[src/rtl/pipe_ctrl_pkg.sv]
`default_nettype none
// ============================================================================
//  Module      : pipe_ctrl_pkg
//  Description : Shared types and constants for the pipeline controller.
//                Holds the FSM state encoding and the hardwired-zero
//                register number used by the load-use comparator.
//  Revision    : 1.0  initial release
// ============================================================================
package pipe_ctrl_pkg;

    // Encoding 2'd3 is deliberately left unused; the controller recovers
    // from it to RUN on the next clock edge.
    typedef enum logic [1:0] {
        RUN      = 2'd0,
        MEM_WAIT = 2'd1,
        FLUSH    = 2'd2
    } state_t;

    // Register r0 is hardwired to zero, so a load targeting it never
    // creates a real dependency.
    localparam logic [4:0] REG_ZERO = 5'd0;

endpackage : pipe_ctrl_pkg
`default_nettype wire

[src/rtl/pipe_hazard_det.sv]
`default_nettype none
// ============================================================================
//  Module      : pipe_hazard_det
//  Description : Combinational load-use detector. Flags when the load in EX
//                writes a non-zero register that the instruction in ID reads.
//  Revision    : 1.0  initial release
//
//  Ports
//    ex_mem_read : in  1  EX-stage instruction is a load
//    ex_rt       : in  5  EX-stage load destination register
//    id_rs       : in  5  ID-stage rs register number
//    id_rt       : in  5  ID-stage rt register number
//    load_use    : out 1  load-use dependency present
// ============================================================================
module pipe_hazard_det
    import pipe_ctrl_pkg::*;
(
    input  logic       ex_mem_read,
    input  logic [4:0] ex_rt,
    input  logic [4:0] id_rs,
    input  logic [4:0] id_rt,
    output logic       load_use
);

    logic w_rs_match;
    logic w_rt_match;

    assign w_rs_match = (ex_rt == id_rs);
    assign w_rt_match = (ex_rt == id_rt);
    assign load_use   = ex_mem_read & (ex_rt != REG_ZERO) & (w_rs_match | w_rt_match);

endmodule : pipe_hazard_det
`default_nettype wire

[src/rtl/pipe_ctrl.sv]
`default_nettype none
// ============================================================================
//  Module      : pipe_ctrl
//  Description : Five-stage pipeline controller. Generates PC / pipeline
//                register load enables, the ID/EX bubble and the flush
//                requests from data-memory wait, memory timeout, taken
//                branches in MEM and load-use hazards.
//                Priority: freeze > timeout/FLUSH > branch > load-use > normal.
//  Revision    : 1.0  initial release
//
//  Build option
//    PIPE_PERF_CNT_EN : when defined, StallCount counts cycles with
//                       PcWrite = 0 (saturating). Otherwise it reads 0.
//
//  Parameters
//    MAX_WAIT : MEM_WAIT cycles before timeout (1..255)
//
//  Ports
//    Clk            : in  1   clock, rising edge
//    Rst_n          : in  1   asynchronous active-low reset
//    IdRs, IdRt     : in  5   ID-stage source registers
//    ExMemRead      : in  1   EX-stage instruction is a load
//    ExRt           : in  5   EX-stage load destination
//    MemReq         : in  1   MEM stage accessing data memory
//    MemReady       : in  1   data memory completes this cycle
//    MemBranchTaken : in  1   MEM-stage branch resolved taken
//    PcWrite..MemWbWrite : out 1 each  load enables
//    IdExBubble     : out 1   load zeroed control word into ID/EX
//    FlushIfId/IdEx/ExMem : out 1 each synchronous-clear requests
//    MemErr         : out 1   one-cycle timeout pulse (registered)
//    State          : out 2   current FSM state
//    StallCount     : out 16  stall-cycle count
// ============================================================================
module pipe_ctrl
    import pipe_ctrl_pkg::*;
#(
    parameter int MAX_WAIT = 8
) (
    input  logic        Clk,
    input  logic        Rst_n,
    input  logic [4:0]  IdRs,
    input  logic [4:0]  IdRt,
    input  logic        ExMemRead,
    input  logic [4:0]  ExRt,
    input  logic        MemReq,
    input  logic        MemReady,
    input  logic        MemBranchTaken,
    output logic        PcWrite,
    output logic        IfIdWrite,
    output logic        IdExWrite,
    output logic        ExMemWrite,
    output logic        MemWbWrite,
    output logic        IdExBubble,
    output logic        FlushIfId,
    output logic        FlushIdEx,
    output logic        FlushExMem,
    output logic        MemErr,
    output logic [1:0]  State,
    output logic [15:0] StallCount
);

    // The wait counter starts at 0 on the first MEM_WAIT cycle, so the
    // MAX_WAIT-th MEM_WAIT cycle is the one holding MAX_WAIT-1.
    localparam logic [7:0] c_WAIT_LAST = 8'(MAX_WAIT - 1);

    state_t      r_state;
    logic [7:0]  r_wait_cnt;
    logic        r_mem_err;

    logic        w_load_use;
    logic        w_in_run;
    logic        w_in_wait;
    logic        w_freeze;

    pipe_hazard_det u_hazard_det (
        .ex_mem_read (ExMemRead),
        .ex_rt       (ExRt),
        .id_rs       (IdRs),
        .id_rt       (IdRt),
        .load_use    (w_load_use)
    );

    assign w_in_run  = (r_state == RUN);
    assign w_in_wait = (r_state == MEM_WAIT);
    assign w_freeze  = (w_in_run & MemReq & ~MemReady) | (w_in_wait & ~MemReady);

    // ------------------------------------------------------------------
    // Controller FSM with registered State and MemErr
    // ------------------------------------------------------------------
    always_ff @(posedge Clk or negedge Rst_n) begin
        if (!Rst_n) begin
            r_state    <= RUN;
            r_wait_cnt <= 8'd0;
            r_mem_err  <= 1'b0;
        end else begin
            r_mem_err <= 1'b0;
            case (r_state)
                RUN: begin
                    // A taken branch in RUN flushes but keeps the state.
                    if (MemReq && !MemReady) begin
                        r_state    <= MEM_WAIT;
                        r_wait_cnt <= 8'd0;
                    end
                end
                MEM_WAIT: begin
                    if (MemReady) begin
                        r_state <= RUN;
                    end else if (r_wait_cnt == c_WAIT_LAST) begin
                        r_state   <= FLUSH;
                        r_mem_err <= 1'b1;
                    end else begin
                        r_wait_cnt <= r_wait_cnt + 8'd1;
                    end
                end
                FLUSH: begin
                    r_state <= RUN;
                end
                default: begin
                    r_state <= RUN;
                end
            endcase
        end
    end

    assign State  = r_state;
    assign MemErr = r_mem_err;

    // ------------------------------------------------------------------
    // Combinational enables, bubble and flushes
    // ------------------------------------------------------------------
    always_comb begin
        PcWrite    = 1'b1;
        IfIdWrite  = 1'b1;
        IdExWrite  = 1'b1;
        ExMemWrite = 1'b1;
        MemWbWrite = 1'b1;
        IdExBubble = 1'b0;
        FlushIfId  = 1'b0;
        FlushIdEx  = 1'b0;
        FlushExMem = 1'b0;

        if (!Rst_n) begin
            // Hold the pipeline still and cleared while in reset.
            PcWrite    = 1'b0;
            IfIdWrite  = 1'b0;
            IdExWrite  = 1'b0;
            ExMemWrite = 1'b0;
            MemWbWrite = 1'b0;
            FlushIfId  = 1'b1;
            FlushIdEx  = 1'b1;
            FlushExMem = 1'b1;
        end else if (w_freeze) begin
            PcWrite    = 1'b0;
            IfIdWrite  = 1'b0;
            IdExWrite  = 1'b0;
            ExMemWrite = 1'b0;
            MemWbWrite = 1'b0;
        end else if ((r_state == FLUSH) || MemBranchTaken) begin
            FlushIfId  = 1'b1;
            FlushIdEx  = 1'b1;
            FlushExMem = 1'b1;
        end else if (w_load_use) begin
            // Hold PC and IF/ID for one cycle; ID/EX takes a bubble while
            // the older instructions keep draining.
            PcWrite    = 1'b0;
            IfIdWrite  = 1'b0;
            IdExBubble = 1'b1;
        end
    end

    // ------------------------------------------------------------------
    // Optional stall-cycle counter
    // ------------------------------------------------------------------
`ifdef PIPE_PERF_CNT_EN
    logic [15:0] r_stall_cnt;

    always_ff @(posedge Clk or negedge Rst_n) begin
        if (!Rst_n) begin
            r_stall_cnt <= 16'd0;
        end else if (!PcWrite && (r_stall_cnt != 16'hFFFF)) begin
            r_stall_cnt <= r_stall_cnt + 16'd1;
        end
    end

    assign StallCount = r_stall_cnt;
`else
    assign StallCount = 16'd0;
`endif

endmodule : pipe_ctrl
`default_nettype wire

[config.mk]
export PLATFORM = sky130hd
export DESIGN_NAME = pipe_ctrl
export DESIGN_NICKNAME = d
export VERILOG_FILES = /design/src/rtl/pipe_ctrl_pkg.sv /design/src/rtl/pipe_hazard_det.sv /design/src/rtl/pipe_ctrl.sv
export SDC_FILE = /design/constraint.sdc
export NUM_CORES = 1
export LEC_CHECK = 0
export ABC_AREA = 1
export CAP_MARGIN = 10
export CORE_UTILIZATION = 40
export CTS_CLUSTER_SIZE = 28
export DETAILED_ROUTE_END_ITERATION = 8
export PLACE_DENSITY = 0.79
export SLEW_MARGIN = 10
export SYNTH_ARGS = -nofsm -noshare
export SYNTH_HDL_FRONTEND = slang
export SYNTH_HIERARCHICAL = 1
export SYNTH_SLANG_ARGS = --single-unit
[constraint.sdc]
create_clock -name Clk -period 1.5 [get_ports Clk]
set_input_delay 0.3 -clock Clk [delete_from_list [all_inputs] [get_ports Clk]]
set_output_delay 0.3 -clock Clk [all_outputs]
set_load 0.01 [all_outputs]
==> metrics.cfg, run 1 <==
[drt]
drc = 0
wl_um = 2260
first_pass_iters = 4
antenna_left = 0
drt-vias-per-instance = 4.50
initialDrtViolationCount = 18
num_vias = 995
wire_per_inst_um = 10.2

[global_routing]
grt_pass1_vias = 902
grt_max_degree = 12
use_met1_pct = 20.6
grtUsageMet2_pct = 33.5
antenna_found_initial = 0
grt_pass1_wl_um = 3750
use_met3_pct = 6.14
grt_usage_pct = 19.2
top_usage_layer = met2
grt-ovfl-total = 0

[synthesis]
syn_area_per_cell_um2 = 6.44
seq_area_frac_synth_pct = 27.6
syn_area_um2 = 998
synth_cells = 155
synth.distinct_cells = 22
ys_seq_elements = 11
yosysWarnings = 6

[worst_setup_path]
r2r.worst_path.cells = 10
worstPathRequired_ps = 1200
worstSetupEndpointType = output port
crit_path_max_fanout = 3
crit_arrival_ps = 1350
ff2ff_setup_slack_ps = 70
cp-start-kind = register
rr_startpoint = State[1]$_DFFE_PN0P_
setup.worst_path.class = register to output port
rr_endpoint = r_wait_cnt[6]$_DFFE_PN0P_

[clocking]
cts_htree_levels = 1
cts_tree = built
clkTransAtPathRegs_ps = 70
clockBufferDepth = 2
cts_hold_buf = 0
cts-root-buf = clkbuf_4
clock_latency_ps = 280
clock-sinks = 11
cts_buffers = 3

[floorplanning]
io_pins = 49
fp-row-count = 17
die_x_um = 52.0
coreArea_um2 = 2280
die_area_um2 = 2700
start_util_pct = 43.9
die_h_um = 52.0

[final_layout]
fin_cells = 221
multi_input_area_um2 = 591
design_area_um2 = 1340
fill_cells = 233
final_common_cell = nand2_1
nets = 216
antenna_cells = 0
final_cell_mix = nand2_1, conb_1, inv_1
layout-drive-gt1-share_pct = 29.5
seq_area_um2 = 277
syn_to_final_growth_pct = 33.7

[place]
place_congestion = 0.796
place_hpwl_um = 1730
dp_slack_ps = -915
portBuffers = 32
postPlaceCellArea_um2 = 1300
dpl.cell_count = 215

[run_status]
status = finished, violations left
violations = setup timing

[sta]
setup_ws_ps = -150
slew_viol_final = 0
rsz0062_at_grt = true
setup_viol = 9
finalHoldViolCount = 0
clock_skew_ps = 0.495
post-route-period-util_pct = 110
max_freq_mhz = 606
min_period_ps = 1650
whs_ps = 509

[pwr]
p_sw_share_pct = 34.9
switching_power_w = 0.000295
pwr-share-seq_pct = 40.4
clock_power_share_pct = 25.2
vdd_drop_max_uv = 556
p_int_w = 0.000550
p_comb_share_pct = 34.4
powerDensity_nw_per_um2 = 632
leakage_nw = 0.739

[hold_path]
min_to = r_wait_cnt[1]$_DFFE_PN0P_
hp-class = register to register
min-delay-start = r_wait_cnt[1]$_DFFE_PN0P_
min_path_cells = 2

[run]
cap_viol_max_count = 0

-- how the worst max path moves through the flow --
stage / from / to / slack, ps / cells past startpoint
2_1_floorplan: State[1]$_DFFE_PN0P_ / FlushIdEx / 30 / 7
3_3_place_gp: ExRt[2] / IdExBubble / -840 / 10
3_5_place_dp: ExRt[2] / IdExBubble / -920 / 10
4_1_cts: State[1]$_DFFE_PN0P_ / IdExWrite / -150 / 7
5_1_grt: State[0]$_DFFE_PN0P_ / FlushIdEx / -240 / 5
6_report: State[0]$_DFFE_PN0P_ / FlushIdEx / -150 / 5
-- metal layers --
| metal | vias to the layer above | wire (um) |
|---|---|---|
| met1 | 444 | 883 |
| li1 | 516 | - |
| met3 | 5 | 150 |
| met4 | 0 | 39 |
| met5 | - | 0 |
| met2 | 30 | 1190 |
-- final cells by class --
| cell class | count | area share, % |
|---|---|---|
| repair buffers | 40 | 23.5 |
| inverters | 24 | 6.94 |
| multi-input cells | 114 | 44.2 |
| flip-flops and latches | 11 | 20.7 |
| clock buffers | 4 | 1.97 |
| well taps | 28 | 2.62 |
-- state kept, by name (all words and copies together), names as in the netlist --
register and flops:
MemErr 1, State 2, r_wait_cnt 8
-- critical path, cell delays in order (launching register included) --
cell,delay (ps)
dfrtp_2,440
inv_2,80
nand4_1,190
nand2_1,140
o21ai_2,70
buf_2,140
-- timing repair --
action / in CTS / in global routing
buffers inserted: 0 / 2
setup endpoints to repair: 11 / 9
gates cloned: 0 / 0
resized for setup: 87 / 18
pin swaps: 21 / 8
-- cell families (layout without fill, tap and decap cells) --
logic type	after synthesis	count (layout)	share of synthesized area, %
AOI/OAI and AO/OA	12	12	6.64
xor gates and xnor gates	4	4	3.51
adders and majority gates	1	1	1.25
buffers and inverters	45	68	24.8
DFF	11	11	27.6
other	1	16	0.376
and+or+nand+nor	81	81	35.8
-- power groups by stage --
stage	Clock, W	Sequential (W)	Combinational (W)
finish	0.000213	0.000341	0.000290
global route	0.000239	0.000346	0.000323
global placement	0	0.000342	0.000282
CTS	0.000219	0.000339	0.000269
floorplan	0	0.000341	0.000188
detailed placement	0	0.000344	0.000289
-- cell usage after synthesis --
cell type	number	area share, %
nor2_1	12	4.5
inv_2	7	2.6
dfrtp_1	11	28
nand3_2	1	1.0
o21bai_1	1	0.75
nor2_4	2	2.3
ha_1	1	1.3
a21oi_1	2	1.0
xor2_1	2	1.8
nand2_1	47	18
inv_1	17	6.4
conb_1	1	0.38
nor2_2	2	1.3
nand4_1	2	1.3
nand2_2	3	1.9
xnor2_1	2	1.8
nor3_1	3	1.5
buf_4	21	16
a21oi_2	1	0.88
nand3_1	9	4.5
o21ai_1	5	2.5
o21ai_0	3	1.5
-- stage by stage --
step | total power (W) | setup TNS, ps | utilization (%)
floorplan | 0.000529 | 0 | -
global route | 0.000908 | -1890 | 58.7
finish | 0.000844 | -1130 | 58.7
CTS | 0.000827 | -1130 | 56.6
detailed placement | 0.000634 | -6700 | 57.2
global placement | 0.000623 | -6180 | 57.2
No activity file was read; power rests on OpenSTA's default activity.
==> run 2, diff against run 1 <==
--- a/config.mk
+++ b/config.mk
@@ -10,9 +10,8 @@
 export CORE_UTILIZATION = 40
 export CTS_CLUSTER_SIZE = 28
 export DETAILED_ROUTE_END_ITERATION = 8
-export PLACE_DENSITY = 0.79
+export PLACE_DENSITY = 0.77
 export SLEW_MARGIN = 10
 export SYNTH_ARGS = -nofsm -noshare
 export SYNTH_HDL_FRONTEND = slang
-export SYNTH_HIERARCHICAL = 1
 export SYNTH_SLANG_ARGS = --single-unit
==> metrics.cfg, run 2 <==
[run_status]
status = finished, violations left
violations = setup timing

[place]
dpl.cell_count = 220
postPlaceCellArea_um2 = 1370
portBuffers = 32
place_hpwl_um = 1730
place_congestion = 0.785

[floorplanning]
die_h_um = 53.0
fp-row-count = 18
die_area_um2 = 2810
coreArea_um2 = 2480
die_x_um = 53.0
io_pins = 49
start_util_pct = 42.0

[global_routing]
grt-ovfl-total = 0
grt_max_degree = 12
grt_pass1_vias = 840
grt_usage_pct = 16.1
grt_pass1_wl_um = 3310
antenna_found_initial = 0

[pwr]
vdd_drop_max_uv = 422
leakage_nw = 0.793
powerDensity_nw_per_um2 = 630

[synthesis]
yosysWarnings = 0
async_flop_share_pct = 100
synth_cells = 157
synth_edf_count = 0
syn_area_um2 = 1040
synth.distinct_cells = 25
yosysMostFrequentCell = nand2_1
synth_area_leaders = dfrtp_1, buf_4, nand2_1
seq_area_frac_synth_pct = 26.4
synthTopCellsByCount = nand2_1, inv_1, buf_4
synth_top_area_cell = dfrtp_1
postSynth.topFlopCell = dfrtp_1
syn_area_per_cell_um2 = 6.63
ys_seq_elements = 11
yosys.area.top_type_share_pct = 26.4

[worst_setup_path]
crit_path_max_incr_delay_ps = 420
crit_path_max_fanout = 3
cp_cell_sequence = inv_1 -> nand4_1 -> nand2_2 -> inv_2 -> nand2_4 -> a21oi_4 -> buf_6
critPathBufInv = 3
r2r.worst_path.cells = 9
cp_slowest_cell = dfrtp_1
crit_arrival_ps = 1380
path_delay_family = flip-flops
rr_startpoint = State[1]$_DFFE_PN0P_
rr_endpoint = r_wait_cnt[6]$_DFFE_PN0P_
setup.worst_path.class = register to output port
cp-start-kind = register
worstPathRequired_ps = 1200
ff2ff_setup_slack_ps = 90
worstSetupEndpointType = output port

[hold_path]
hp-class = input port to register
min_to = State[1]$_DFFE_PN0P_
min-delay-start = MemReady
min_path_cells = 5

[drt]
drt-vias-per-instance = 4.49
antenna_left = 0
wire_per_inst_um = 9.71
num_vias = 1029
first_pass_iters = 6
wl_um = 2220
drc = 0
initialDrtViolationCount = 21

[clocking]
clock_latency_ps = 270
clock-sinks = 11
clkTransAtPathRegs_ps = 70
cts-root-buf = clkbuf_4
clockBufferDepth = 2
cts_tree = built
cts_buffers = 3
cts_htree_levels = 1

[sta]
setup_viol = 9
setup_ws_ps = -180
rsz0062_at_grt = true
post-route-period-util_pct = 112
max_freq_mhz = 595
finalHoldViolCount = 0
min_period_ps = 1680
clock_skew_ps = 2.59
slew_viol_final = 0

[final_layout]
fill_cells = 214
antenna_cells = 0
largest_reg_flops = 8
top_register = r_wait_cnt
fin_cells = 229
design_area_um2 = 1460
layout-drive-gt1-share_pct = 25.1
nets = 222
final_cell_mix = nand2_1, inv_1, nor2_1
final_common_cell = nand2_1
syn_to_final_growth_pct = 40.1

[run]
cap_viol_max_count = 0

[run 2: changes by cell type in the layout (fill, tap and decap cells not counted), moves of 3 or more]
cell             change
nand3_1              +3
inv_2                -5
buf_6                +4
buf_4                +4
o21ai_1              -3
clkdlybuf4s15_1      -4
dlygate4sd2_1       +12
nand2_1              -9
nor2_1               +7
buf_2               -12
inv_1                +4
[run 2: cells by family (layout without fill, tap and decap cells)]
logic type | after synthesis | in the layout | share of synthesized area (%)
XOR/XNOR | 4 | 4 | 3.37
buffers and inverters | 45 | 72 | 24.9
other | 1 | 16 | 0.360
adder cells (fa/ha/maj) | 1 | 1 | 1.20
AO/OA/AOI/OAI | 10 | 10 | 6.37
AND/OR/NAND/NOR | 85 | 85 | 37.4
flip-flops | 11 | 11 | 26.4
[run 2: through the flow]
stage | worst slack (ps) | util (%) | hold slack (ps) | TNS, ps | total power (W)
floorplan | -1.84 | - | 4.41 | -1.84 | 0.000558
global placement | -753 | 55.4 | 496 | -5850 | 0.000673
detailed placement | -788 | 55.4 | 510 | -6220 | 0.000684
CTS | -132 | 55.4 | 522 | -881 | 0.000872
global route | -271 | 58.9 | 532 | -1890 | 0.000982
finish | -180 | 58.9 | 522 | -1350 | 0.000919
[run 2: worst max path at each step]
stage | from | end | slack (ps) | cells after the start
6_report | State[1]$_DFFE_PN0P_ | IfIdWrite | -180 | 7
5_1_grt | ExRt[2] | IdExBubble | -270 | 10
2_1_floorplan | State[0]$_DFFE_PN0P_ | PcWrite | -2 | 8
4_1_cts | State[0]$_DFFE_PN0P_ | IfIdWrite | -130 | 8
3_3_place_gp | ExRt[4] | IdExBubble | -750 | 10
3_5_place_dp | ExRt[4] | IdExBubble | -790 | 10
[run 2: timing repair]
| item | in CTS | in global routing |
|---|---|---|
| pin swaps | 14 | 4 |
| hold buffers | 0 | 0 |
| endpoints found under the hold margin | 0 | 0 |
| resized for setup | 61 | 18 |
| buffers inserted | 2 | 4 |
| setup endpoints to repair | 11 | 12 |
[run 2: layer usage]
| layer | vias up | track usage [%] | share of wire [%] |
|---|---|---|---|
| li1 | 527 | - | - |
| met1 | 462 | 17.8 | 40 |
| met2 | 36 | 30.0 | 54 |
| met3 | 4 | 0.862 | 4.2 |
| met4 | 0 | 9.21 | 2.1 |
| met5 | - | 0 | 0 |
[run 2: power by group]
part | total (W) | internal (W) | leakage (nW) | switching (W)
Combinational | 0.000381 | 0.000191 | 0.629 | 0.000190
Sequential | 0.000335 | 0.000316 | 0.150 | 0.0000186
Clock | 0.000203 | 0.000103 | 0.0150 | 0.000100
Total | 0.000919 | 0.000610 | 0.793 | 0.000309
[run 2: worst reg2reg max path: stages (launching register included)]
cell	delay, ps
dfrtp_1	430
inv_1	90
nand4_1	120
nand2_2	110
buf_4	110
buf_4	120
nand2_8	70
buf_12	140
nand2_1	50
o21ai_1	60
[run 2: layout make-up]
class | count | area, um2 | area share (%)
multi-input combinational | 116 | 608 | 41.7
clock buffer | 4 | 26.3 | 1.80
tap | 30 | 37.5 | 2.57
inverter | 23 | 88.8 | 6.09
sequential | 11 | 275 | 18.9
timing repair buffer | 45 | 423 | 29.0
